[src/rtl/data_mem_arbiter_if.sv]
`timescale 1ns/1ps
`default_nettype none
// ============================================================================
// Module   : data_mem_arbiter_if
// Purpose  : One requester's access channel into the data memory arbiter.
//            The requester drives the request fields. The arbiter returns the
//            grant pulse, the completion pulse, the load data and the error flag.
// Ports    : req, we, size[1:0], is_unsigned, addr[31:0], wdata[31:0]
//                (requester -> arbiter)
//            gnt, rvalid, rdata[31:0], err
//                (arbiter -> requester)
// Revision : 1.0  initial release
// ============================================================================
interface data_mem_arbiter_if;
    logic        req;
    logic        we;
    logic [1:0]  size;
    logic        is_unsigned;
    logic [31:0] addr;
    logic [31:0] wdata;
    logic        gnt;
    logic        rvalid;
    logic [31:0] rdata;
    logic        err;

    modport master (
        output req, we, size, is_unsigned, addr, wdata,
        input  gnt, rvalid, rdata, err
    );

    modport slave (
        input  req, we, size, is_unsigned, addr, wdata,
        output gnt, rvalid, rdata, err
    );
endinterface
`default_nettype wire

[src/rtl/data_mem_arbiter.sv]
`timescale 1ns/1ps
`default_nettype none
// ============================================================================
// Module   : data_mem_arbiter
// Purpose  : Shares one single-port byte-addressed data memory between two
//            requesters (m0 = CPU load/store unit, m1 = debug/loader).
//            - Arbitration is round-robin, and one transaction runs at a time.
//            - Byte, halfword and word accesses become aligned word accesses.
//            - Stores use read-modify-write.
//            - Loads extract the addressed lane(s), then sign- or
//              zero-extend the result.
// Ports    : clk, rst           clock, asynchronous active-high reset
//            m0, m1             requester channels (slave modport)
//            mem_addr_o[31:0]   word-aligned byte address to memory
//            mem_wd_o[31:0]     merged write word
//            mem_we_o           memory write enable
//            mem_rd_i[31:0]     combinational read data from mem_addr_o
// Revision : 1.0  initial release
// ============================================================================
module data_mem_arbiter #(
    parameter int MEM_BYTES = 1024
) (
    input  logic                 clk,
    input  logic                 rst,
    data_mem_arbiter_if.slave    m0,
    data_mem_arbiter_if.slave    m1,
    output logic [31:0]          mem_addr_o,
    output logic [31:0]          mem_wd_o,
    output logic                 mem_we_o,
    input  logic [31:0]          mem_rd_i
);

    // Highest byte address that can still start a full word access.
    localparam logic [31:0] c_ADDR_MAX = 32'(MEM_BYTES - 4);

    localparam logic [1:0] c_SIZE_BYTE = 2'b00;
    localparam logic [1:0] c_SIZE_HALF = 2'b01;
    localparam logic [1:0] c_SIZE_WORD = 2'b10;

    typedef enum logic [1:0] {
        S_IDLE  = 2'd0,
        S_READ  = 2'd1,
        S_WRITE = 2'd2,
        S_RESP  = 2'd3
    } state_t;

    state_t      state_q;
    logic        rr_last_q;   // requester that won the most recent contended grant
    logic        owner_q;     // 0 = m0, 1 = m1
    logic        we_q;
    logic [1:0]  size_q;
    logic        uns_q;
    logic [31:0] addr_q;
    logic [31:0] wdata_q;
    logic        err_q;
    logic [31:0] buf_q;       // word read from memory during READ

    // ------------------------------------------------------------------
    // Arbitration. A tie goes to the requester that did not win last time.
    // Grants are gated by rst so that every output is 0 while in reset.
    // ------------------------------------------------------------------
    logic grant0;
    logic grant1;
    logic idle_ok;

    assign idle_ok = (state_q == S_IDLE) && !rst;
    assign grant0  = idle_ok && m0.req && (!m1.req || rr_last_q);
    assign grant1  = idle_ok && m1.req && (!m0.req || !rr_last_q);

    // Fields of the winning request.
    logic        sel_we;
    logic [1:0]  sel_size;
    logic        sel_uns;
    logic [31:0] sel_addr;
    logic [31:0] sel_wdata;
    logic        sel_err;

    always_comb begin
        sel_we    = m0.we;
        sel_size  = m0.size;
        sel_uns   = m0.is_unsigned;
        sel_addr  = m0.addr;
        sel_wdata = m0.wdata;
        if (grant1) begin
            sel_we    = m1.we;
            sel_size  = m1.size;
            sel_uns   = m1.is_unsigned;
            sel_addr  = m1.addr;
            sel_wdata = m1.wdata;
        end
    end

    always_comb begin
        sel_err = 1'b0;
        if (sel_size == 2'b11) begin
            sel_err = 1'b1;
        end
        if ((sel_size == c_SIZE_HALF) && sel_addr[0]) begin
            sel_err = 1'b1;
        end
        if ((sel_size == c_SIZE_WORD) && (sel_addr[1:0] != 2'b00)) begin
            sel_err = 1'b1;
        end
        if (sel_addr > c_ADDR_MAX) begin
            sel_err = 1'b1;
        end
    end

    // ------------------------------------------------------------------
    // Control FSM. Each transaction state lasts exactly one cycle.
    // ------------------------------------------------------------------
    always_ff @(posedge clk or posedge rst) begin
        if (rst) begin
            state_q   <= S_IDLE;
            rr_last_q <= 1'b1;
            owner_q   <= 1'b0;
            we_q      <= 1'b0;
            size_q    <= 2'b00;
            uns_q     <= 1'b0;
            addr_q    <= 32'd0;
            wdata_q   <= 32'd0;
            err_q     <= 1'b0;
            buf_q     <= 32'd0;
        end else begin
            case (state_q)
                S_IDLE: begin
                    if (grant0 || grant1) begin
                        owner_q <= grant1;
                        we_q    <= sel_we;
                        size_q  <= sel_size;
                        uns_q   <= sel_uns;
                        addr_q  <= sel_addr;
                        wdata_q <= sel_wdata;
                        err_q   <= sel_err;
                        if (m0.req && m1.req) begin
                            rr_last_q <= grant1;
                        end
                        state_q <= sel_err ? S_RESP : S_READ;
                    end
                end
                S_READ: begin
                    buf_q   <= mem_rd_i;
                    state_q <= we_q ? S_WRITE : S_RESP;
                end
                S_WRITE: begin
                    state_q <= S_RESP;
                end
                S_RESP: begin
                    state_q <= S_IDLE;
                end
                default: begin
                    state_q <= S_IDLE;
                end
            endcase
        end
    end

    // ------------------------------------------------------------------
    // Store merge: replace the addressed lane(s) of the word that was read.
    // ------------------------------------------------------------------
    logic [31:0] merged_word;

    always_comb begin
        merged_word = buf_q;
        case (size_q)
            c_SIZE_BYTE: merged_word[{addr_q[1:0], 3'b000} +: 8]  = wdata_q[7:0];
            c_SIZE_HALF: merged_word[{addr_q[1], 4'b0000} +: 16] = wdata_q[15:0];
            c_SIZE_WORD: merged_word = wdata_q;
            default:     merged_word = buf_q;
        endcase
    end

    // ------------------------------------------------------------------
    // Load extraction. A halfword is always 2-byte aligned once it gets
    // past the error check, so one byte-granular shift covers both sizes.
    // ------------------------------------------------------------------
    logic [31:0] shifted_word;
    logic [31:0] load_ext;
    logic [31:0] load_data;

    assign shifted_word = buf_q >> {addr_q[1:0], 3'b000};

    always_comb begin
        load_ext = shifted_word;
        case (size_q)
            c_SIZE_BYTE: load_ext = uns_q ? {24'd0, shifted_word[7:0]}
                                          : {{24{shifted_word[7]}}, shifted_word[7:0]};
            c_SIZE_HALF: load_ext = uns_q ? {16'd0, shifted_word[15:0]}
                                          : {{16{shifted_word[15]}}, shifted_word[15:0]};
            default:     load_ext = shifted_word;
        endcase
    end

    assign load_data = (we_q || err_q) ? 32'd0 : load_ext;

    // ------------------------------------------------------------------
    // Outputs, decoded from state. An asynchronous reset forces IDLE, so the
    // memory write enable and any pending response drop at once.
    // ------------------------------------------------------------------
    logic resp0;
    logic resp1;

    assign resp0 = (state_q == S_RESP) && !owner_q;
    assign resp1 = (state_q == S_RESP) &&  owner_q;

    assign m0.gnt    = grant0;
    assign m0.rvalid = resp0;
    assign m0.err    = resp0 && err_q;
    assign m0.rdata  = resp0 ? load_data : 32'd0;

    assign m1.gnt    = grant1;
    assign m1.rvalid = resp1;
    assign m1.err    = resp1 && err_q;
    assign m1.rdata  = resp1 ? load_data : 32'd0;

    assign mem_addr_o = ((state_q == S_READ) || (state_q == S_WRITE))
                        ? {addr_q[31:2], 2'b00} : 32'd0;
    assign mem_we_o   = (state_q == S_WRITE);
    assign mem_wd_o   = (state_q == S_WRITE) ? merged_word : 32'd0;

endmodule
`default_nettype wire

[src/flat_wrapper.sv]
// flat-port wrapper written by rule: the top's interface ports become plain ports
module data_mem_arbiter_flat 
#(
    parameter int MEM_BYTES = 1024
)
  (clk, rst, mem_addr_o, mem_wd_o, mem_we_o, mem_rd_i, m0_req, m0_we, m0_size, m0_is_unsigned, m0_addr, m0_wdata, m0_gnt, m0_rvalid, m0_rdata, m0_err, m1_req, m1_we, m1_size, m1_is_unsigned, m1_addr, m1_wdata, m1_gnt, m1_rvalid, m1_rdata, m1_err);
  data_mem_arbiter_if m0_i ();
  data_mem_arbiter_if m1_i ();
  input  logic clk;
  input  logic rst;
  output logic [31:0] mem_addr_o;
  output logic [31:0] mem_wd_o;
  output logic mem_we_o;
  input  logic [31:0] mem_rd_i;
  input wire logic [$bits(m0_i.req)-1:0] m0_req;
  input wire logic [$bits(m0_i.we)-1:0] m0_we;
  input wire logic [$bits(m0_i.size)-1:0] m0_size;
  input wire logic [$bits(m0_i.is_unsigned)-1:0] m0_is_unsigned;
  input wire logic [$bits(m0_i.addr)-1:0] m0_addr;
  input wire logic [$bits(m0_i.wdata)-1:0] m0_wdata;
  output wire logic [$bits(m0_i.gnt)-1:0] m0_gnt;
  output wire logic [$bits(m0_i.rvalid)-1:0] m0_rvalid;
  output wire logic [$bits(m0_i.rdata)-1:0] m0_rdata;
  output wire logic [$bits(m0_i.err)-1:0] m0_err;
  input wire logic [$bits(m1_i.req)-1:0] m1_req;
  input wire logic [$bits(m1_i.we)-1:0] m1_we;
  input wire logic [$bits(m1_i.size)-1:0] m1_size;
  input wire logic [$bits(m1_i.is_unsigned)-1:0] m1_is_unsigned;
  input wire logic [$bits(m1_i.addr)-1:0] m1_addr;
  input wire logic [$bits(m1_i.wdata)-1:0] m1_wdata;
  output wire logic [$bits(m1_i.gnt)-1:0] m1_gnt;
  output wire logic [$bits(m1_i.rvalid)-1:0] m1_rvalid;
  output wire logic [$bits(m1_i.rdata)-1:0] m1_rdata;
  output wire logic [$bits(m1_i.err)-1:0] m1_err;
  assign m0_i.req = m0_req;
  assign m0_i.we = m0_we;
  assign m0_i.size = m0_size;
  assign m0_i.is_unsigned = m0_is_unsigned;
  assign m0_i.addr = m0_addr;
  assign m0_i.wdata = m0_wdata;
  assign m0_gnt = m0_i.gnt;
  assign m0_rvalid = m0_i.rvalid;
  assign m0_rdata = m0_i.rdata;
  assign m0_err = m0_i.err;
  assign m1_i.req = m1_req;
  assign m1_i.we = m1_we;
  assign m1_i.size = m1_size;
  assign m1_i.is_unsigned = m1_is_unsigned;
  assign m1_i.addr = m1_addr;
  assign m1_i.wdata = m1_wdata;
  assign m1_gnt = m1_i.gnt;
  assign m1_rvalid = m1_i.rvalid;
  assign m1_rdata = m1_i.rdata;
  assign m1_err = m1_i.err;
  data_mem_arbiter #(.MEM_BYTES(MEM_BYTES)) u_core (.clk(clk), .rst(rst), .m0(m0_i), .m1(m1_i), .mem_addr_o(mem_addr_o), .mem_wd_o(mem_wd_o), .mem_we_o(mem_we_o), .mem_rd_i(mem_rd_i));
endmodule
[config.mk]
export PLATFORM = sky130hd
export DESIGN_NAME = data_mem_arbiter_flat
export DESIGN_NICKNAME = d
export VERILOG_FILES = /design/src/rtl/data_mem_arbiter_if.sv /design/src/rtl/data_mem_arbiter.sv /design/src/flat_wrapper.sv
export SDC_FILE = /design/constraint.sdc
export NUM_CORES = 1
export LEC_CHECK = 0
export CAP_MARGIN = 30
export CORE_ASPECT_RATIO = 1.1
export CORE_MARGIN = 2
export CORE_UTILIZATION = 40
export DETAILED_ROUTE_END_ITERATION = 16
export GPL_TIMING_DRIVEN = 0
export PLACE_DENSITY = 0.86
export SKIP_CTS_REPAIR_TIMING = 1
export SLEW_MARGIN = 20
export SYNTH_ARGS = -nofsm -noshare
export SYNTH_HDL_FRONTEND = slang
export SYNTH_SLANG_ARGS = --single-unit
[constraint.sdc]
create_clock -name clk -period 9.8 [get_ports clk]
set_input_delay 1.96 -clock clk [delete_from_list [all_inputs] [get_ports clk]]
set_output_delay 1.96 -clock clk [all_outputs]
set_load 0.1 [all_outputs]
==> metrics.log <==
[metrics] longest individual stage delay on the worst path: between 1 and 1.5 ns
[metrics] # port buffers: 304
[metrics] die span in y: about 150 µm
[metrics] clk sink count: approximately 110
[metrics] CP Cell Sequence: clkdlybuf4s50_1 > nor2b_1 > nand3_1 > inv_1 > buf_2 > buf_2 > clkdlybuf4s50_1
[metrics] horizontal die dimension: 134 µm
[metrics] FF+latch count, synth: 105
[metrics] clock-pin slew on the worst setup and hold paths: 0.07 ns
[metrics] initial core utilization: 40.7%
[metrics] register cell area after layout: 0.00263 mm²
[metrics] fraction of post-synthesis cell area in the top cell type by area: between 30% and 40%
[metrics] cell types occupying the most area after synthesis: sky130_fd_sc_hd__dfrtp_1, sky130_fd_sc_hd__mux2_2, sky130_fd_sc_hd__mux2i_1
[metrics] pin count of the biggest net entering global routing: 67
[metrics] sum of buffers and inverters on the critical path: 5
[metrics] area taken by multi-input logic gates: 0.00448 mm²
[metrics] clock tree from TritonCTS: done
[metrics] Slew Limit Headroom: 31.8%
[metrics] number of nets in the finished design: roughly 1400
[metrics] peak clock frequency supported by timing: 141 MHz
[metrics] number of antenna-violating nets in the routed design: 0
[metrics] htree depth: 3
[metrics] placeable core region: 0.0183 mm²
[metrics] vias in the first global route: 8114
[metrics] Worst Hold Class: reg2reg
[metrics] number of synthesized flops with an enable pin: 0
[metrics] worst-path maximum fanout: 10
[metrics] slowest CP cell: sky130_fd_sc_hd__clkdlybuf4s50_1
[metrics] cell family with the largest share of critical-path delay: buffers and inverters
[metrics] average via count per standard cell: 5.61
[metrics] Inserted Diodes: 0
[metrics] mean area per synthesized cell: 8.32 µm²
[metrics] mean routed wirelength per cell: between 20 and 25 µm
[metrics] Root Driver: sky130_fd_sc_hd__clkbuf_16
[metrics] Yosys cell types: 49
[metrics] worst endpoint required time: 7.84 ns
[metrics] largest area contributor in the synthesized netlist: sky130_fd_sc_hd__dfrtp_1
[metrics] share of layout cells above drive strength 1: 8.03%
[metrics] summed instance area of the synthesized netlist: 0.00746 mm²
[metrics] CTS Buffer Depth: 2
[metrics] status: finished clean
[metrics] min cycle time layout: 7.11 ns
[metrics] Layout Area Growth over Synthesis: 49.8%
[metrics] DRC violation total after the first TritonRoute iteration: 535
[metrics] aggregate global routing overflow: 0
[metrics] Yosys warning count: 0
[metrics] # fillers: 1670
[metrics] wire length of the first global-routing pass: ~45000 µm
[metrics] number of standard cells after synthesis: 897
[metrics] final-report setup violation count: 0
[metrics] Most used DFF post-synth: sky130_fd_sc_hd__dfrtp_1
[metrics] largest clock skew in the final design: roughly 0.0069 ns
[metrics] detailed placement HPWL: 24100 µm
[metrics] I/O pin count: 307
[metrics] critical path type: in2out
[metrics] RSZ-0062 raised after global routing: no
[metrics] period utilization: ~73%
[metrics] element type at the critical path end: output pin
[metrics] Worst Tran Pin Value: 1.02 ns
[metrics] part of the Yosys area used for sequential elements: 35.2%
[metrics] Max Cap Viol: 0
[metrics] hold violation count in the final report: 0
[metrics] nature of the critical path startpoint: input pin
[metrics] number of clock buffers inserted by TritonCTS: 9
[metrics] drt total wl: roughly 30000 µm
[metrics] most frequent standard cell in the layout excluding fill and tap cells: sky130_fd_sc_hd__clkdlybuf4s50_1
[metrics] async set-or-reset flop fraction in the synthesized netlist: 100%
[metrics] initial antenna violation count: 0
[metrics] total number of vias: 8214
[metrics] Die Area: 0.0198 mm²
[metrics] global placer's final weighted congestion: between 0.9 and 1
[metrics] Critical Path AT: slightly above 5 ns
[metrics] insertion delay to the later sink of the worst-skew pair: between 0.3 and 0.4 ns
[metrics] overall global routing resource usage: 29.9%
[metrics] max-slew violation count: 0
[metrics] standard-cell rows: between 50 and 60
[metrics] leading cell types in the layout, fill and taps excluded: sky130_fd_sc_hd__clkdlybuf4s50_1, sky130_fd_sc_hd__nor2_1, sky130_fd_sc_hd__nand2_1, sky130_fd_sc_hd__dfrtp_1, sky130_fd_sc_hd__mux2i_1
[metrics] number of remaining DRC errors: 0
[metrics] setup_tns: 0 ns
[metrics] number of iterations in the first detailed-routing pass: 5
==> layout make-up <==
type	count	area share, %
clock buffers	13	2.15
inverters	11	0.414
flip-flops and latches	105	23.5
clock inverters	3	0.582
repair buffers	306	27.7
well taps	243	2.72
multi-input cells	712	40.1
plain buffers	70	2.83
==> worst reg2reg max path, stage by stage (launching register included) <==
cell	delay (ns)
sky130_fd_sc_hd__dfrtp_1	0.40
sky130_fd_sc_hd__inv_1	0.15
sky130_fd_sc_hd__ha_1	0.18
sky130_fd_sc_hd__nor2b_1	0.24
sky130_fd_sc_hd__nand3_1	0.36
sky130_fd_sc_hd__inv_1	0.26
sky130_fd_sc_hd__buf_2	0.36
sky130_fd_sc_hd__buf_2	0.27
sky130_fd_sc_hd__nand2_1	0.16
sky130_fd_sc_hd__a31oi_1	0.20
==> routing by layer <==
layer  GRT usage (%)  part of all wire (%)  vias to the layer above
met4            11.9                   4.2                        0
met1            33.7                    36                     3874
li1                -                     -                     3792
met2            54.3                    51                      462
met5               0                     0                        -
met3            6.69                   8.9                       86
==> sequential cells by signal, summed over array words and instances (netlist names) <==
signal and count:
u_core.size_q 2, u_core.wdata_q 32, u_core.we_q 1, u_core.rr_last_q 1
u_core.addr_q 32, u_core.buf_q 32, u_core.err_q 1, u_core.owner_q 1
u_core.uns_q 1, u_core.state_q 2
==> worst paths after layout <==
kind	from	end	slack [ns]	depth (start not counted)
min reg2reg	u_core.rr_last_q$_DFFE_PP1P_	u_core.rr_last_q$_DFFE_PP1P_	0.51	1
max in group asynchronous	rst	u_core.wdata_q[25]$_DFFE_PP0P_	7.07	3
max	rst	m1_gnt	2.69	7
max reg2reg	u_core.state_q[0]$_DFFE_PP0P_	u_core.wdata_q[8]$_DFFE_PP0P_	7.14	9
min in group asynchronous	rst	u_core.we_q$_DFFE_PP0P_	2.05	2
min	u_core.rr_last_q$_DFFE_PP1P_	u_core.rr_last_q$_DFFE_PP1P_	0.51	1
==> cell usage after synthesis (6+ instances only) <==
cell type	number
sky130_fd_sc_hd__nor2_1	144
sky130_fd_sc_hd__nand2_1	105
sky130_fd_sc_hd__dfrtp_1	104
sky130_fd_sc_hd__mux2i_1	56
sky130_fd_sc_hd__mux2_2	55
sky130_fd_sc_hd__a21oi_1	53
sky130_fd_sc_hd__and2_1	46
sky130_fd_sc_hd__clkbuf_1	44
sky130_fd_sc_hd__a31oi_1	37
sky130_fd_sc_hd__nor2b_1	37
sky130_fd_sc_hd__o21ai_0	32
sky130_fd_sc_hd__a22oi_1	29
sky130_fd_sc_hd__a22o_1	15
sky130_fd_sc_hd__buf_2	13
sky130_fd_sc_hd__inv_1	11
sky130_fd_sc_hd__o21a_1	11
sky130_fd_sc_hd__ha_1	10
sky130_fd_sc_hd__nand3_1	10
sky130_fd_sc_hd__nor4_1	10
sky130_fd_sc_hd__a21boi_0	9
sky130_fd_sc_hd__a221oi_1	8
sky130_fd_sc_hd__nand4_1	7
sky130_fd_sc_hd__buf_1	6
==> cells by family after synthesis <==
family | synth area share [%]
compound gates | 17.9
xor+xnor | 0.117
fa+ha+maj | 1.68
buf+inv | 4.79
flops | 35.2
mux | 16.4
other cells | 0.0502
simple gates | 23.8
==> metrics by stage <==
stage          util (%)  worst slack (ns)  instances  instance area (µm²)  hold slack [ns]
2_1_floorplan         -              3.87        898                 7470            0.474
3_3_place_gp       58.9              2.80       1445                10800            0.484
3_5_place_dp       59.3              2.69       1447                10900            0.498
4_1_cts            60.9              2.68       1463                11200            0.510
5_1_grt            60.9              2.52       1463                11200            0.537
6_report           60.9              2.69       1463                11200            0.508
Power is not shown: default switching activity piles up to over one toggle a cycle in this logic, so the estimate is an artifact.
